## config.mk

```make
export PLATFORM = sky130hd
export DESIGN_NAME = trim_pwm_capture
export DESIGN_NICKNAME = d
export VERILOG_FILES = /design/src/rtl/trim_pwm_capture.sv
export SDC_FILE = /design/constraint.sdc
export NUM_CORES = 1
export LEC_CHECK = 0
export CORE_ASPECT_RATIO = 1.25
export CORE_MARGIN = 2
export CORE_UTILIZATION = 40
export CTS_CLUSTER_SIZE = 25
export DETAILED_ROUTE_END_ITERATION = 16
export PLACE_DENSITY = 0.69
export SETUP_SLACK_MARGIN = 0.02
export SYNTH_ARGS = -nofsm -noshare
export SYNTH_HDL_FRONTEND = slang
export SYNTH_SLANG_ARGS = --single-unit
```

## constraint.sdc

```tcl
create_clock -name clock -period 2.3 [get_ports clock]
set_clock_uncertainty 0.1 [all_clocks]
set_input_delay 0.46 -clock clock [delete_from_list [all_inputs] [get_ports clock]]
set_output_delay 0.46 -clock clock [all_outputs]
set_load 0.03 [all_outputs]
```

## src/rtl/trim_pwm_capture.sv

```systemverilog
// trim_pwm_capture: measures the high time and the period of one PWM input.
//
// The input passes through a 2-FF synchronizer and a 1-FF edge detector, so an input
// change is acted on at the third rising clock edge after it appears. Each complete
// period, from one accepted rising edge to the next, is published with a 1-cycle
// valid strobe. If the expected edge has not arrived by the time the counter reaches
// its maximum, a 1-cycle ovf strobe is raised instead and the block returns to idle.
//
// Optional feature: define TRIM_PWM_CAPTURE_FILTER_EN to insert a 3-sample stability
// filter after the synchronizer. It adds two cycles of edge latency and rejects pulses
// shorter than three cycles.
//
// Ports:
//   clock      in   1      component clock, rising edge
//   reset      in   1      synchronous, active-high reset
//   en         in   1      enable; low aborts any measurement and returns to idle
//   pwm_in     in   1      asynchronous PWM input
//   high_time  out  R+1    sampled-high cycles of the last complete period
//   period     out  R+1    cycles between the last two accepted rising edges
//   valid      out  1      1-cycle strobe, high_time/period updated in the same cycle
//   ovf        out  1      1-cycle strobe when a required edge times out
module trim_pwm_capture #(
    parameter int unsigned Resolution = 8
) (
    input  logic                clock,
    input  logic                reset,
    input  logic                en,
    input  logic                pwm_in,
    output logic [Resolution:0] high_time,
    output logic [Resolution:0] period,
    output logic                valid,
    output logic                ovf
);

    localparam int unsigned CntW = Resolution + 1;
    localparam logic [CntW-1:0] CntMax = {CntW{1'b1}};
    localparam logic [CntW-1:0] CntOne = {{(CntW-1){1'b0}}, 1'b1};

    localparam logic [1:0] StIdle = 2'd0;
    localparam logic [1:0] StHigh = 2'd1;
    localparam logic [1:0] StLow  = 2'd2;

    // Input conditioning. These flops are pure data pipeline: they run regardless of
    // en and are not reset, so a level that is already high when the FSM returns to
    // idle never shows up as a fresh rising edge.
    logic sync1_q, sync2_q;
    logic lvl, lvl_q;
    logic rise, fall;

    always_ff @(posedge clock) begin
        sync1_q <= pwm_in;
        sync2_q <= sync1_q;
    end

`ifdef TRIM_PWM_CAPTURE_FILTER_EN
    logic hist1_q, hist2_q;

    always_ff @(posedge clock) begin
        hist1_q <= sync2_q;
        hist2_q <= hist1_q;
    end

    // A new level is accepted only once three consecutive samples agree; otherwise
    // the previously accepted level (held in lvl_q) is kept.
    assign lvl = ((sync2_q == hist1_q) && (hist1_q == hist2_q)) ? sync2_q : lvl_q;
`else
    assign lvl = sync2_q;
`endif

    always_ff @(posedge clock) begin
        lvl_q <= lvl;
    end

    assign rise = lvl & ~lvl_q;
    assign fall = ~lvl & lvl_q;

    // Measurement FSM
    logic [1:0]      state_q, state_d;
    logic [CntW-1:0] cnt_q, cnt_d;
    logic [CntW-1:0] hi_cnt_q, hi_cnt_d;
    logic [CntW-1:0] high_time_q, high_time_d;
    logic [CntW-1:0] period_q, period_d;
    logic            valid_q, valid_d;
    logic            ovf_q, ovf_d;

    always_comb begin
        state_d     = state_q;
        cnt_d       = cnt_q;
        hi_cnt_d    = hi_cnt_q;
        high_time_d = high_time_q;
        period_d    = period_q;
        valid_d     = 1'b0;
        ovf_d       = 1'b0;

        if (!en) begin
            state_d = StIdle;
            cnt_d   = '0;
        end else begin
            case (state_q)
                StIdle: begin
                    if (rise) begin
                        cnt_d   = CntOne;
                        state_d = StHigh;
                    end
                end
                StHigh: begin
                    if (fall) begin
                        // The falling-edge cycle itself belongs to the low phase.
                        hi_cnt_d = cnt_q;
                        cnt_d    = cnt_q + 1'b1;
                        state_d  = StLow;
                    end else if (cnt_q == CntMax) begin
                        ovf_d   = 1'b1;
                        cnt_d   = '0;
                        state_d = StIdle;
                    end else begin
                        cnt_d = cnt_q + 1'b1;
                    end
                end
                StLow: begin
                    if (rise) begin
                        period_d    = cnt_q;
                        high_time_d = hi_cnt_q;
                        valid_d     = 1'b1;
                        cnt_d       = CntOne;
                        state_d     = StHigh;
                    end else if (cnt_q == CntMax) begin
                        ovf_d   = 1'b1;
                        cnt_d   = '0;
                        state_d = StIdle;
                    end else begin
                        cnt_d = cnt_q + 1'b1;
                    end
                end
                default: begin
                    state_d = StIdle;
                    cnt_d   = '0;
                end
            endcase
        end
    end

    always_ff @(posedge clock) begin
        if (reset) begin
            state_q     <= StIdle;
            cnt_q       <= '0;
            hi_cnt_q    <= '0;
            high_time_q <= '0;
            period_q    <= '0;
            valid_q     <= 1'b0;
            ovf_q       <= 1'b0;
        end else begin
            state_q     <= state_d;
            cnt_q       <= cnt_d;
            hi_cnt_q    <= hi_cnt_d;
            high_time_q <= high_time_d;
            period_q    <= period_d;
            valid_q     <= valid_d;
            ovf_q       <= ovf_d;
        end
    end

    assign high_time = high_time_q;
    assign period    = period_q;
    assign valid     = valid_q;
    assign ovf       = ovf_q;

endmodule
```

Word-level counts from Yosys, hierarchy flattened
Index checks and enable logic that the tools add are counted.
{"block": "totals", "out_inout_bits": 20, "register_bits": 43}
{"block": "op_classes", "eq_ne": 4, "n_bitwise": 6, "add_sub_neg": 1, "muxes": 15, "n_reduce_logical": 5}
{"operator": "$mux 9", "count": 4}
{"operator": "$pmux 9 s3", "count": 1}
{"operator": "$add 9x1->9 const B", "count": 1}
{"operator": "$eq 9x9->1 const B", "count": 1}
{"operator": "$mux 2", "count": 4}
{"operator": "$pmux 2 s3", "count": 1}
{"operator": "$reduce_and 3->1", "count": 2}
{"operator": "$mux 1", "count": 4}
{"operator": "$not 1->1", "count": 4}
{"operator": "$reduce_or 3->1", "count": 1}
{"operator": "$and 1x1->1", "count": 2}
{"operator": "$eq 2x1->1 const B", "count": 1}
{"operator": "$eq 2x2->1 const B", "count": 1}
{"operator": "$logic_not 2->1", "count": 1}
{"operator": "$ne 2x2->1 const B", "count": 1}
{"operator": "$pmux 1 s2", "count": 1}
{"operator": "$reduce_or 2->1", "count": 1}

Depth between registers and ports, before layout
Gate-level depths: netlist (run 1).
{"block": "logic_depth", "ltp_word": 4, "depth_mapped": 8}

Worst setup path after synthesis (run 1)
OpenSTA, ideal clock, no wires.
{"block": "synth_timing", "path_kind": "flip-flop to flip-flop", "startpoint": "reg cnt_q[0]", "endpoint": "reg cnt_q[3]", "stages_incl_launch_ff": 9, "required_time_ns": 2.065, "slack_ns": 0.440, "synth_period_minus_slack_ns": 1.860, "arrival_time_ns": 1.625, "cell_sequence": "dfxtp_1 ha_1 nand3_1 nor3_1 ha_1 nand2b_1 a21oi_1 nor2_1 a211oi_1"}
{"block": "synth_via", "elab_chain_cells": 4, "word_cells_on_any_way": 6}
{"element": "from (decl)", "line_no": "79", "source": "logic [CntW-1:0] cnt_q, cnt_d;"}
{"element": "from (signal assigned)", "line_no": "154", "source": "cnt_q <= cnt_d;"}
{"element": "$add 9x1->9 / $eq 9x9->1 (equally long branches)"}
{"element": "$mux 9", "line_no": "112, 127"}
{"element": "$mux 9, on equally long branches", "line_no": "121, 107"}
{"element": "$pmux 9 s3 (*)", "line_no": "99", "source": "case (state_q)"}
Every way passes the cells marked *; elsewhere a longest branch is shown, timed or not.
A chain may end at the register's enable or synchronous reset.

Worst setup path in the final report (run 1)
{"block": "layout_timing", "startpoint": "reg cnt_q[0]", "endpoint": "reg cnt_q[1]"}
Same word-level chain as after synthesis.

==> flow_summary_export.csv, run 1 <==
group,metric,value,unit
outcome,status,"completed",
clocking,cts.sink_count,43,
power,p_sw,0.2920,mW
setup_path,critical_path_class,"reg2reg",
yosys,seq_area_frac_synth,47.29,%
yosys,yosysWarnings,0,
setup_path,crit_fanout,6,
detailed_routing,drtPass1Iterations,4,
floorplan,die_h,79.43,um
global_route,grt_pass1_wl,6403,um
layout,layout.filler_cells,434,
power,fin_total_pwr,1.273,mW
setup_path,critPathRequiredTime,2.37,ns
yosys,post_synth_instance_area,1820,um^2
timing,finalCriticalPeriod,1.990,ns
clocking,clk_pin_slew_worst_paths,0.07,ns
floorplan,core_area,4392,um^2
detailed_routing,drtAntennaViolNets,0,
setup_path,end_kind,"register",
layout,multi_input_area,904.6,um^2
flow_run,max_cap_viol_count,0,
layout,antenna_cells,0,
timing,hold_viol,0,
setup_path,worst_r2r_path_depth,8,
setup_path,worst_setup_path_startpoint,"cnt_q[0]",
timing,slew-limit-headroom,74.70,%
yosys,synth_cell_type_count,34,
power,power.share.combinational,4.4,%
timing,layout_worst_path_cycle_share,86.53,%
clocking,numCtsBuffers,5,
setup_path,worst_r2r_startpoint,"cnt_q[0]",
timing,rsz0062_at_grt,"false",
global_route,first_global_vias,1381,
global_route,maximum_number_of_pins_on_one_net_before_global_route_repair,24,
power,share_seq_of_total_power,59.1,%
layout,ff_latch_area,860.8,um^2
clocking,ctsRootBufferMaster,"clkbuf_8",
power,p_leak,0.7285,nW
worst_hold_path,hold_class,"reg2reg",
clocking,clk_path_buf_depth,2,
placement,place_hpwl,2710,um
yosys,postSynthNetCount,233,
layout,layout-drive-gt1-share,8.434,%
detailed_routing,route.met3.wl,183,um
power,power_switching_share,22.94,%
setup_path,ff2ff_setup_slack,0.31,ns
detailed_routing,route.top_layer_used,"met4",
placement,portBuffers,23,
yosys,synthArstFlopShare,0,%
worst_hold_path,whs_path_depth,0,
global_route,grt_antenna_before_repair,0,
timing,tightest_slew,0.3699,ns
timing,final_max_tran_viols,0,
setup_path,timing.critical_path.to,"cnt_q[1]",
floorplan,std_cell_rows,27,
floorplan,die-width,64.34,um
clocking,cts-htree-levels,2,
detailed_routing,dr.first_iter.drc_count,112,
detailed_routing,drt-total-wl,3732,um
yosys,yosys_most_used_dff,"dfxtp_1",
layout,finish.utilization,50.57,%
global_route,gr-total-overflow,0,
timing,fmaxAchievable,502.5,MHz
yosys,postSynthRegisterBits,43,
placement,finalWeightedCongestion,0.8765,
layout,nets,259,
layout,syn_to_final_growth,21.99,%
power,p_clk_share,36.5,%
floorplan,pin_count,24,
yosys,post_synth.cell_area_avg,8.200,um^2
timing,setup_total_negative_slack,0,ns
setup_path,critPathArrivalTime,2.06,ns
detailed_routing,dr_total_vias,1572,
clocking,post_cts_repair_timing_setup_buffer_count,0,
power,ir_drop,0.3408,mV
setup_path,critPathLaunchType,"register",
detailed_routing,m1WireLength,1641,um
detailed_routing,wl_met2,1816,um
power,power-per-cell-area,573.1,nW/um^2
global_route,grt.total_usage,15.88,%
yosys,netlist_instances,222,
detailed_routing,route.detailed.vias_per_inst,5.121,
setup_path,reg2reg_to,"cnt_q[1]",
detailed_routing,drc_errors,0,
floorplan,initial_util,41.45,%
clocking,clk-insertion-delay-late,0.29,ns
timing,final-setup-viol-count,0,
yosys,number_of_flops_mapped_to_enable_cells_by_yosys,0,
power,p_int,0.9809,mW
floorplan,fp.dieArea,5110,um^2
detailed_routing,avgRoutedWirePerCell,12.16,um
clocking,tritoncts,"done",
sequential cells by signal (all words and copies together) (netlist names):
register / flops
state_q: 2
period: 9
hi_cnt_q: 9
lvl: 1
high_time: 9
valid: 1
ovf: 1
sync1_q: 1
lvl_q: 1
cnt_q: 9
worst min path at each step:
stage,startpoint,to,slack [ns]
detailed placement,sync1_q,lvl,0.22
global route,sync1_q,lvl,0.25
floorplan,sync1_q,lvl,0.21
CTS,sync1_q,lvl,0.24
finish,sync1_q,lvl,0.23
global placement,sync1_q,lvl,0.22
critical path: stages, from the launching register on:
cell and delay [ns]:
dfxtp_1 0.42, ha_1 0.20, nand3_1 0.17, nor3_2 0.19
ha_1 0.24, nor2_1 0.06, o21a_1 0.17, o211ai_1 0.23
a21oi_1 0.09
kinds of logic (layout without fill, tap and decap cells):
logic type               after synthesis  count (layout)  synth area share, %
AO/OA/AOI/OAI                         58              58                19.45
XOR/XNOR                               3               3                1.444
adder cells (fa/ha/maj)                7               7                4.811
buffers and inverters                 15              42                3.642
flip-flops                            43              43                47.29
AND/OR/NAND/NOR                       96              96                23.37
cells in the final DEF, fill, tap and decap left out, types with 2 or more instances in the layout:
cell             Yosys  routed
clkdlybuf4s50_1      0      23
nor2_1               7       6
a21oi_1             37      36
a2111oi_0            4       4
buf_4                0       7
or2b_1               2       2
o22ai_1              3       3
inv_1                4       4
nor2b_1              2       2
nand2_1             65      65
and3_1               4       4
a211oi_1             3       3
nand2b_1             4       4
nand3_1              4       4
o21a_1               2       2
dfxtp_1             43      43
ha_1                 7       7
o21ai_0              2       2
xnor2_1              3       3
clkbuf_8             0       5
power by group through the flow:
stage	Clock [mW]	Sequential, mW	Combinational (mW)
2_1_floorplan	0	0.768	0.0367
3_3_place_gp	0	0.769	0.0554
3_5_place_dp	0	0.769	0.0555
4_1_cts	0.476	0.752	0.0555
5_1_grt	0.508	0.753	0.0624
6_report	0.465	0.752	0.0560
layer usage:
layer	vias up	track usage (%)
met4	0	6.170
li1	806	-
met5	-	0
met3	10	3.808
met1	707	19.20
met2	49	27.08
cells in the mapped netlist, types with 2 or more instances:
cell type   n  area, um^2
nand2_1    65       244.0
a2111oi_0   4       35.03
nand2b_1    4       25.02
o21ai_0     2       10.01
nor2b_1     2       12.51
a211oi_1    3       22.52
and3_1      4       25.02
or2b_1      2       15.01
dfxtp_1    43       860.8
nand3_1     4       20.02
a21oi_1    37       185.2
nor3_1      2       10.01
inv_1       4       15.01
xnor2_1     3       26.28
nor2_1      7       26.28
clkbuf_1    8       30.03
buf_2       2       10.01
o21a_1      2       15.01
ha_1        7       87.58
o22ai_1     3       18.77
metrics by stage:
step / hold slack (ns) / instance area, um^2 / cells / worst slack (ns)
finish: 0.2332 / 2221 / 307 / 0.3098
global route: 0.2492 / 2221 / 307 / 0.05207
CTS: 0.2357 / 2210 / 307 / 0.1413
detailed placement: 0.2174 / 2125 / 299 / 0.1499
global placement: 0.2163 / 2125 / 299 / 0.2047
floorplan: 0.2096 / 1821 / 222 / 0.4397
area by class of cell:
class,instances,share of cell area [%]
timing repair buffer,30,12.73
tap,58,3.268
sequential,43,38.76
multi-input combinational,164,40.73
clock buffer,6,3.268
inverter,4,0.6761
clock inverter,2,0.5634
timing repair:
| item | 4_1_cts | 5_1_grt |
|---|---|---|
| resized for setup | 0 | 3 |
| hold buffers | 0 | 0 |
| endpoints found under the setup margin | 0 | 7 |
Power figures use the tool's default switching activity.
==> run 2, diff against run 1 <==
--- a/config.mk
+++ b/config.mk
@@ -10,6 +10,7 @@
 export CORE_UTILIZATION = 40
 export CTS_CLUSTER_SIZE = 25
 export DETAILED_ROUTE_END_ITERATION = 16
+export GPL_TIMING_DRIVEN = 0
 export PLACE_DENSITY = 0.69
 export SETUP_SLACK_MARGIN = 0.02
 export SYNTH_ARGS = -nofsm -noshare
==> flow_summary_export.csv, run 2 (synthesis gave the netlist of run 1 again) <==
group,metric,value,unit
global_route,grt_pass1_wl,6389,um
power,p_leak,0.7451,nW
timing,slew-limit-headroom,65.50,%
timing,final_max_tran_viols,0,
power,power-per-cell-area,654.2,nW/um^2
clocking,tritoncts,"done",
clocking,clk-insertion-delay-late,0.29,ns
setup_path,critPathRequiredTime,2.35,ns
global_route,grt.total_usage,15.98,%
clocking,clk_pin_slew_worst_paths,0.07,ns
timing,setup_total_negative_slack,0,ns
timing,hold_viol,0,
power,p_sw,0.2823,mW
setup_path,critPathArrivalTime,2.15,ns
global_route,maximum_number_of_pins_on_one_net_before_global_route_repair,14,
power,p_clk_share,45.6,%
timing,finalCriticalPeriod,2.098,ns
timing,layout_worst_path_cycle_share,91.24,%
placement,place_hpwl,2739,um
global_route,grt_antenna_before_repair,0,
setup_path,critical-path-top-cell-by-count,"ha_1",
timing,tightest_slew,0.5157,ns
detailed_routing,dr.first_iter.drc_count,66,
global_route,first_global_vias,1483,
floorplan,die-width,64.34,um
timing,holdWs,0.2352,ns
power,p_int,1.201,mW
detailed_routing,avgRoutedWirePerCell,12.12,um
clocking,clk_path_buf_depth,2,
placement,portBuffers,23,
setup_path,cpLargestDelayFamily,"simple AND/OR/NAND/NOR gates",
flow_run,max_cap_viol_count,0,
placement,detailedPlace.worstSlack,0.09905,ns
setup_path,worst_r2r_path_depth,8,
setup_path,critical_path.slowest_cell,"dfxtp_1",
floorplan,initial_util,41.45,%
clocking,numCtsBuffers,5,
timing,final-setup-viol-count,0,
worst_hold_path,hold_class,"reg2reg",
layout,layout-drive-gt1-share,6.719,%
layout,antenna_cells,0,
setup_path,crit_fanout,6,
clocking,ctsHoldBuffers,0,
floorplan,std_cell_rows,27,
timing,fmaxAchievable,476.5,MHz
floorplan,core_area,4392,um^2
floorplan,die_h,79.43,um
power,power_switching_share,19.03,%
worst_hold_path,whs_path_depth,0,
detailed_routing,drtPass1Iterations,4,
power,ir_drop,0.5141,mV
floorplan,fp.dieArea,5110,um^2
worst_hold_path,worstHoldEndpoint,"lvl",
layout,syn_to_final_growth,24.54,%
detailed_routing,dr_total_vias,1564,
clocking,cts.sink_count,43,
setup_path,worst_r2r_startpoint,"cnt_q[0]",
setup_path,end_kind,"register",
layout,finish.instance_area,2267,um^2
setup_path,critical_path.cell_chain,"ha_1, nand3_1, nor3_2, ha_1, nor2_1, o21a_1, nor2_2, a211oi_1",
worst_hold_path,worst_hold_startpoint,"sync1_q",
detailed_routing,route.detailed.vias_per_inst,5.029,
placement,finalWeightedCongestion,0.8227,
detailed_routing,drc_errors,0,
setup_path,critical_path_class,"reg2reg",
clocking,ctsRootBufferMaster,"clkbuf_8",
power,share_seq_of_total_power,50.7,%
setup_path,path_buf_inv,0,
clocking,post_cts_repair_timing_setup_buffer_count,0,
global_route,gr-total-overflow,0,
detailed_routing,drtAntennaViolNets,0,
layout,final_common_cell,"nand2_1",
setup_path,critPathLaunchType,"register",
power,fin_total_pwr,1.483,mW
placement,dpl_cell_area,2123,um^2
timing,rsz0062_at_grt,"false",
layout,nets,263,
outcome,status,"completed",
detailed_routing,drt-total-wl,3768,um
timing,fin_ws,0.2016,ns
clocking,cts-htree-levels,2,
layout,top_library_cells_by_usage_in_the_layout_fill_and_taps_aside,"65 x nand2_1, 43 x dfxtp_1, 36 x a21oi_1, 23 x clkdlybuf4s50_1, 9 x clkbuf_1",
setup_path,reg2reg_to,"cnt_q[5]",
floorplan,pin_count,24,
setup_path,ff2ff_setup_slack,0.20,ns
power,power.share.combinational,3.7,%
setup_path,worst_path_largest_cell_delay,0.44,ns
==> run 2: worst reg2reg max path: stages, from the launching register on <==
cell and delay (ns):
dfxtp_1 0.44, ha_1 0.21, nand3_1 0.16, nor3_2 0.25
ha_1 0.24, nor2_1 0.07, o21a_1 0.18, nor2_2 0.21
a211oi_1 0.10
==> run 2: repair_timing <==
item,4_1_cts,5_1_grt
endpoints found under the setup margin,0,7
gates resized for setup,0,3
hold endpoints to repair,0,0
==> run 2: how the worst max path moves through the flow <==
| stage | start | end | slack, ns | cells after the start |
|---|---|---|---|---|
| final | cnt_q[0] | cnt_q[5] | 0.20 | 8 |
| after global routing | cnt_q[0] | cnt_q[4] | 0.02 | 8 |
| after CTS | cnt_q[0] | cnt_q[5] | 0.09 | 8 |
| after detailed placement | cnt_q[0] | cnt_q[5] | 0.1 | 8 |
| after global placement | cnt_q[0] | cnt_q[3] | 0.13 | 8 |
| after floorplan | cnt_q[0] | cnt_q[3] | 0.44 | 8 |
==> run 2: area by class of cell <==
class | count | area, um^2
clock buffer | 6 | 72.57
buffer | 11 | 51.30
sequential | 43 | 860.8
timing repair buffer | 23 | 230.2
inverter | 4 | 15.01
clock inverter | 2 | 60.06
tap | 58 | 72.57
fill | 438 | 2125
multi-input combinational | 164 | 904.6
==> run 2: routing by layer <==
metal	global-route usage, %	up-vias	part of all wire, %
met5	0	-	0
met4	7.234	0	2.0
met3	4.795	8	3.0
met2	28.13	28	51
met1	17.55	712	43
li1	-	816	-
==> run 2: through the flow <==
step,util [%],instances
final,51.62,311
after global routing,51.62,311
after CTS,51.37,311
after detailed placement,48.35,303
after global placement,48.35,303
after floorplan,-,222
==> run 2: power by group through the flow <==
stage | clock, mW | sequential (mW) | combinational, mW
final | 0.676 | 0.752 | 0.0549
after global routing | 0.723 | 0.752 | 0.0609
after CTS | 0.700 | 0.752 | 0.0541
after detailed placement | 0 | 0.769 | 0.0540
after global placement | 0 | 0.769 | 0.0539
after floorplan | 0 | 0.768 | 0.0367
==> run 3, diff against run 2 <==
--- a/config.mk
+++ b/config.mk
@@ -8,6 +8,7 @@
 export CORE_ASPECT_RATIO = 1.25
 export CORE_MARGIN = 2
 export CORE_UTILIZATION = 40
+export CTS_BUF_LIST = sky130_fd_sc_hd__clkbuf_4 sky130_fd_sc_hd__clkbuf_8 sky130_fd_sc_hd__clkbuf_16
 export CTS_CLUSTER_SIZE = 25
 export DETAILED_ROUTE_END_ITERATION = 16
 export GPL_TIMING_DRIVEN = 0
==> flow_summary_export.csv, run 3 (synthesis gave the netlist of run 1 again) <==
group,metric,value,unit
outcome,status,"completed",
timing,finalCriticalPeriod,2.099,ns
placement,finalWeightedCongestion,0.8227,
timing,rsz0062_at_grt,"false",
global_route,grt.total_usage,15.98,%
detailed_routing,route.detailed.vias_per_inst,5.029,
setup_path,critPathLaunchType,"register",
setup_path,timing.critical_path.to,"cnt_q[5]",
setup_path,end_kind,"register",
layout,antenna_cells,0,
setup_path,critPathRequiredTime,2.35,ns
layout,nets,263,
timing,hold_viol,0,
global_route,gr-total-overflow,0,
setup_path,worst_r2r_startpoint,"cnt_q[0]",
clocking,clk_path_buf_depth,2,
global_route,grt_antenna_before_repair,0,
detailed_routing,avgRoutedWirePerCell,12.11,um
timing,fin_ws,0.2014,ns
power,p_leak,0.7485,nW
layout,finish.instance_area,2271,um^2
floorplan,die-width,64.34,um
clocking,ctsHoldBuffers,0,
timing,final_max_tran_viols,0,
global_route,grt_most_used_layer,"met2",
floorplan,core_area,4392,um^2
clocking,post_cts_repair_timing_setup_buffer_count,0,
layout,layout.filler_cells,438,
detailed_routing,drt-total-wl,3765,um
timing,final-setup-viol-count,0,
global_route,global_route.usage.met3,4.795,%
setup_path,crit_fanout,6,
floorplan,std_cell_rows,27,
clocking,tritoncts,"done",
clocking,numCtsBuffers,5,
setup_path,critical_path_class,"reg2reg",
setup_path,critPathArrivalTime,2.15,ns
global_route,grtUsageMet2,28.13,%
layout,top_library_cells_by_usage_in_the_layout_fill_and_taps_aside,"65 x nand2_1, 43 x dfxtp_1, 36 x a21oi_1, 23 x clkdlybuf4s50_1, 8 x clkbuf_1",
floorplan,initial_util,41.45,%
power,ir_drop,0.5141,mV
timing,layout_worst_path_cycle_share,91.24,%
setup_path,worst_r2r_path_depth,8,
clocking,cts.sink_count,43,
global_route,first_global_vias,1483,
layout,syn_to_final_growth,24.74,%
setup_path,worst_setup_path_startpoint,"cnt_q[0]",
placement,dpl_cell_area,2123,um^2
detailed_routing,dr_total_vias,1564,
layout,layout-drive-gt1-share,7.115,%
timing,fmaxAchievable,476.5,MHz
layout,final_common_cell,"nand2_1",
floorplan,die_h,79.43,um
placement,detailedPlace.worstSlack,0.09905,ns
setup_path,reg2reg_to,"cnt_q[5]",
placement,portBuffers,23,
placement,place_hpwl,2739,um
setup_path,ff2ff_setup_slack,0.20,ns
timing,tightest_slew,0.5157,ns
floorplan,pin_count,24,
detailed_routing,dr.first_iter.drc_count,65,
clocking,ctsRootBufferMaster,"clkbuf_8",
timing,setup_total_negative_slack,0,ns
power,power-per-cell-area,658.3,nW/um^2
global_route,gr-usage-met1,17.55,%
clocking,postCtsResizedCells,0,
detailed_routing,drc_errors,0,
flow_run,max_cap_viol_count,0,
clocking,clk-insertion-delay-late,0.29,ns
clocking,clk_pin_slew_worst_paths,0.07,ns
floorplan,fp.dieArea,5110,um^2
worst_hold_path,hold_class,"reg2reg",
clocking,cts-htree-levels,2,
detailed_routing,drtAntennaViolNets,0,
global_route,grt_pass1_wl,6389,um
timing,slew-limit-headroom,65.50,%
detailed_routing,drtPass1Iterations,4,
global_route,maximum_number_of_pins_on_one_net_before_global_route_repair,14,
[run 3: cell counts in the layout (fill, tap and decap cells not counted)]
Identical to the previous run, type by type.
[run 3: worst min-delay path by stage]
stage                     cells after the start   to    start
after CTS                                     0  lvl  sync1_q
after detailed placement                      0  lvl  sync1_q
final                                         0  lvl  sync1_q
after global placement                        0  lvl  sync1_q
after global routing                          0  lvl  sync1_q
after floorplan                               0  lvl  sync1_q
[run 3: per-stage QoR]
step	hold WS (ns)	total power [mW]	util, %	instances
2_1_floorplan	0.2096	0.8050	-	222
3_3_place_gp	0.2191	0.8232	48.35	303
3_5_place_dp	0.2150	0.8235	48.35	303
4_1_cts	0.2395	1.518	51.45	311
5_1_grt	0.2440	1.549	51.71	311
6_report	0.2352	1.495	51.71	311
[run 3: cell type report]
| cell class | count | area [um^2] | area share, % |
|---|---|---|---|
| Clock inverter | 2 | 60.06 | 2.645 |
| Tap cell | 58 | 72.57 | 3.196 |
| Buffer | 11 | 51.30 | 2.259 |
| Inverter | 4 | 15.01 | 0.6612 |
| Multi-Input combinational cell | 164 | 904.6 | 39.83 |
| Clock buffer | 6 | 76.32 | 3.361 |
| Timing Repair Buffer | 23 | 230.2 | 10.14 |
| Sequential cell | 43 | 860.8 | 37.91 |
[run 3: critical path, stage by stage (launching register included)]
cell and delay (ns):
dfxtp_1 0.44, ha_1 0.21, nand3_1 0.16, nor3_2 0.25, ha_1 0.24, nor2_1 0.07
o21a_1 0.18, nor2_2 0.21, a211oi_1 0.10
[run 3: per-layer routing]
metal	part of all wire (%)	wire length [um]
met1	44	1639
met2	51	1935
met3	3.0	113
met4	2.0	76
met5	0	0
[run 3: power by group]
group,switching (mW),total (mW),internal [mW]
combinational,0.0357,0.0549,0.0192
sequential,0.00403,0.752,0.748
clock,0.243,0.688,0.446
total,0.282,1.49,1.21
==> variant, RTL diff (flow settings as in run 3) <==
The parameter `Resolution` goes from 8 to 16.
--- a/src/rtl/trim_pwm_capture.sv
+++ b/src/rtl/trim_pwm_capture.sv
@@ -22,3 +22,3 @@
 module trim_pwm_capture #(
-    parameter int unsigned Resolution = 8
+    parameter int unsigned Resolution = 16
 ) (
Interface: changed (resized high_time and period); port bits go from 24 to 40. The function was not compared with the original's and may differ.
==> variant against run 3 <==
  * Utilization rose by 2.4 points
  * Synthesized area rose by 65%
  * Wire length rose by 89%
  * Critical endpoint is now cnt_q[12]
  * Synthesized cell count rose by 63%
  * Largest power group unchanged
  * Critical path depth rose by 2
  * Clock power rose by 80%
  * Total power rose by 75%
  * Final area rose by 74%
  * Global-route usage rose by 2.9 points
  * Worst setup slack got worse by 81 ps
  * Sequential cell count rose by 32
==> variant: results (changes against run 3) <==
======================================================================================
Layout cells sized above 1                                                       17.6%   was 7.11%
Count of fill cells added during filler insertion                                  680   was 438
Overall power of the completed layout                                          2.61 mW   was 1.49 mW
Proportion of power drawn by the clock network                                   47.6%   was 46.0%
Post-synthesis share of cell area spent on xor and xnor gates                    4.09%   was 1.44%
Crit path largest cell delay                                                    410 ps   was 440 ps
Placer Congestion                                                                0.813   was 0.823
Sum of net half-perimeters after detailed placement                            4790 um   was 2740 um
Post-cts resize count                                                               19   was 0
Adder-cell area share of the yosys netlist                                       2.51%   was 4.81%
Setup slack on the worst flop-to-flop path                                      120 ps   was 200 ps
Number of buffers on the longest clock path                                          2   unchanged
Complex-gate fraction of the synthesized area                                    12.6%   was 19.5%
Number of distinct standard cells referenced by the synthesized netlist             39   was 34
Arrival time at the worst endpoint                                             2320 ps   was 2150 ps
Reg2Reg Capture Point                                                        cnt_q[12]   was cnt_q[5]
Detailed Route Iter0 Violations                                                    115   was 65
Leakage Power                                                                  1.37 nW   was 0.749 nW
Power share of the combinational group                                            2.7%   was 3.7%
H-tree depth                                                                         3   was 2
CTS buffer count                                                                     9   was 5
Outcome                                                                      completed   unchanged
Synth top cells by count                                                  sky130_fd_sc_hd__nand2_1 (119), sky130_fd_sc_hd__dfxtp_1 (75), sky130_fd_sc_hd__a21oi_1 (57)   was sky130_fd_sc_hd__nand2_1 (65), sky130_fd_sc_hd__dfxtp_1 (43), sky130_fd_sc_hd__a21oi_1 (37)
Number of global-route vias before repair                                         2536   was 1483
First-pass GRT wire length                                                    11800 um   was 6390 um
Reg2Reg Depth                                                                       10   was 8
Top post-synthesis cells by area                                          sky130_fd_sc_hd__dfxtp_1 (50%), sky130_fd_sc_hd__nand2_1 (15%), sky130_fd_sc_hd__a21oi_1 (9.5%)   was sky130_fd_sc_hd__dfxtp_1 (47%), sky130_fd_sc_hd__nand2_1 (13%), sky130_fd_sc_hd__a21oi_1 (10%)
Largest delay contributor family on the critical path                     compound AO/OA/AOI/OAI gates   was simple AND/OR/NAND/NOR gates
Post-CTS repair timing setup buffer count                                            3   was 0
Relative slew slack                                                              70.9%   was 65.5%
Switching power                                                               0.558 mW   was 0.282 mW
Clk_lat worst skew                                                              360 ps   was 290 ps
Wirelength per Cell                                                            13.6 um   was 12.1 um
Maximum resistive drop on vdd                                                 0.612 mV   was 0.514 mV
Buffers added on ports                                                              38   was 23
Number of nets at the end of the flow                                              437   was 263
Syn_nets                                                                           372   was 233
Master of the slowest instance on the critical path                       sky130_fd_sc_hd__dfxtp_2   was sky130_fd_sc_hd__dfxtp_1
Total vias in the final route                                                     2595   was 1564
Aggregate global-route resource usage                                            18.9%   was 16.0%
======================================================================================
variant: cell count changes in the layout (fill, tap and decap cells not counted), sizes merged, moves of 5 or more:
cell           delta
a2111oi           -5
a21oi            +20
buf              +26
clkdlybuf4s50    +15
dfxtp            +32
inv               +6
nand2            +54
nor2             +15
nor3              +5
xnor2             +5
xor2              +6
variant: cell type report:
cell class | instances | area share, %
clock inverters | 6 | 2.85
well taps | 92 | 2.91
flip-flops and latches | 75 | 38.8
repair buffers | 54 | 12.8
clock buffers | 10 | 3.32
multi-input cells | 259 | 35.8
inverters | 9 | 0.854
plain buffers | 19 | 2.59
variant: how the worst max path moves through the flow:
stage	from	endpoint	slack [ps]	cells after the start
global route	cnt_q[5]	cnt_q[12]	10	11
detailed placement	cnt_q[5]	cnt_q[11]	-480	11
finish	cnt_q[0]	cnt_q[12]	120	10
global placement	cnt_q[5]	cnt_q[14]	-390	11
floorplan	cnt_q[5]	cnt_q[10]	40	11
CTS	cnt_q[5]	cnt_q[12]	40	11
variant: per-stage QoR:
stage	area [um2]	TNS (ps)	worst slack, ps	cells	hold slack [ps]
after floorplan	3000	0	37.3	362	210
after global placement	3490	-4660	-392	492	212
after detailed placement	3490	-5910	-481	492	216
after CTS	3820	0	42.6	512	234
after global routing	3960	0	12.5	524	236
final	3960	0	121	524	233
variant: routing by layer:
metal | vias to the layer above | GRT usage, % | wire (um)
li1 | 1318 | - | -
met1 | 1221 | 22.9 | 3130
met2 | 45 | 32.0 | 3650
met3 | 11 | 3.41 | 235
met4 | 0 | 8.60 | 110
met5 | - | 0 | 0
variant: worst register-to-register path: cells and delay by family (launching register included):
kind                     cells  cell delay [ps]
AO/OA/AOI/OAI                3              600
adder cells (fa/ha/maj)      2              420
buffers and inverters        2              240
flip-flops                   1              410
AND/OR/NAND/NOR              3              310
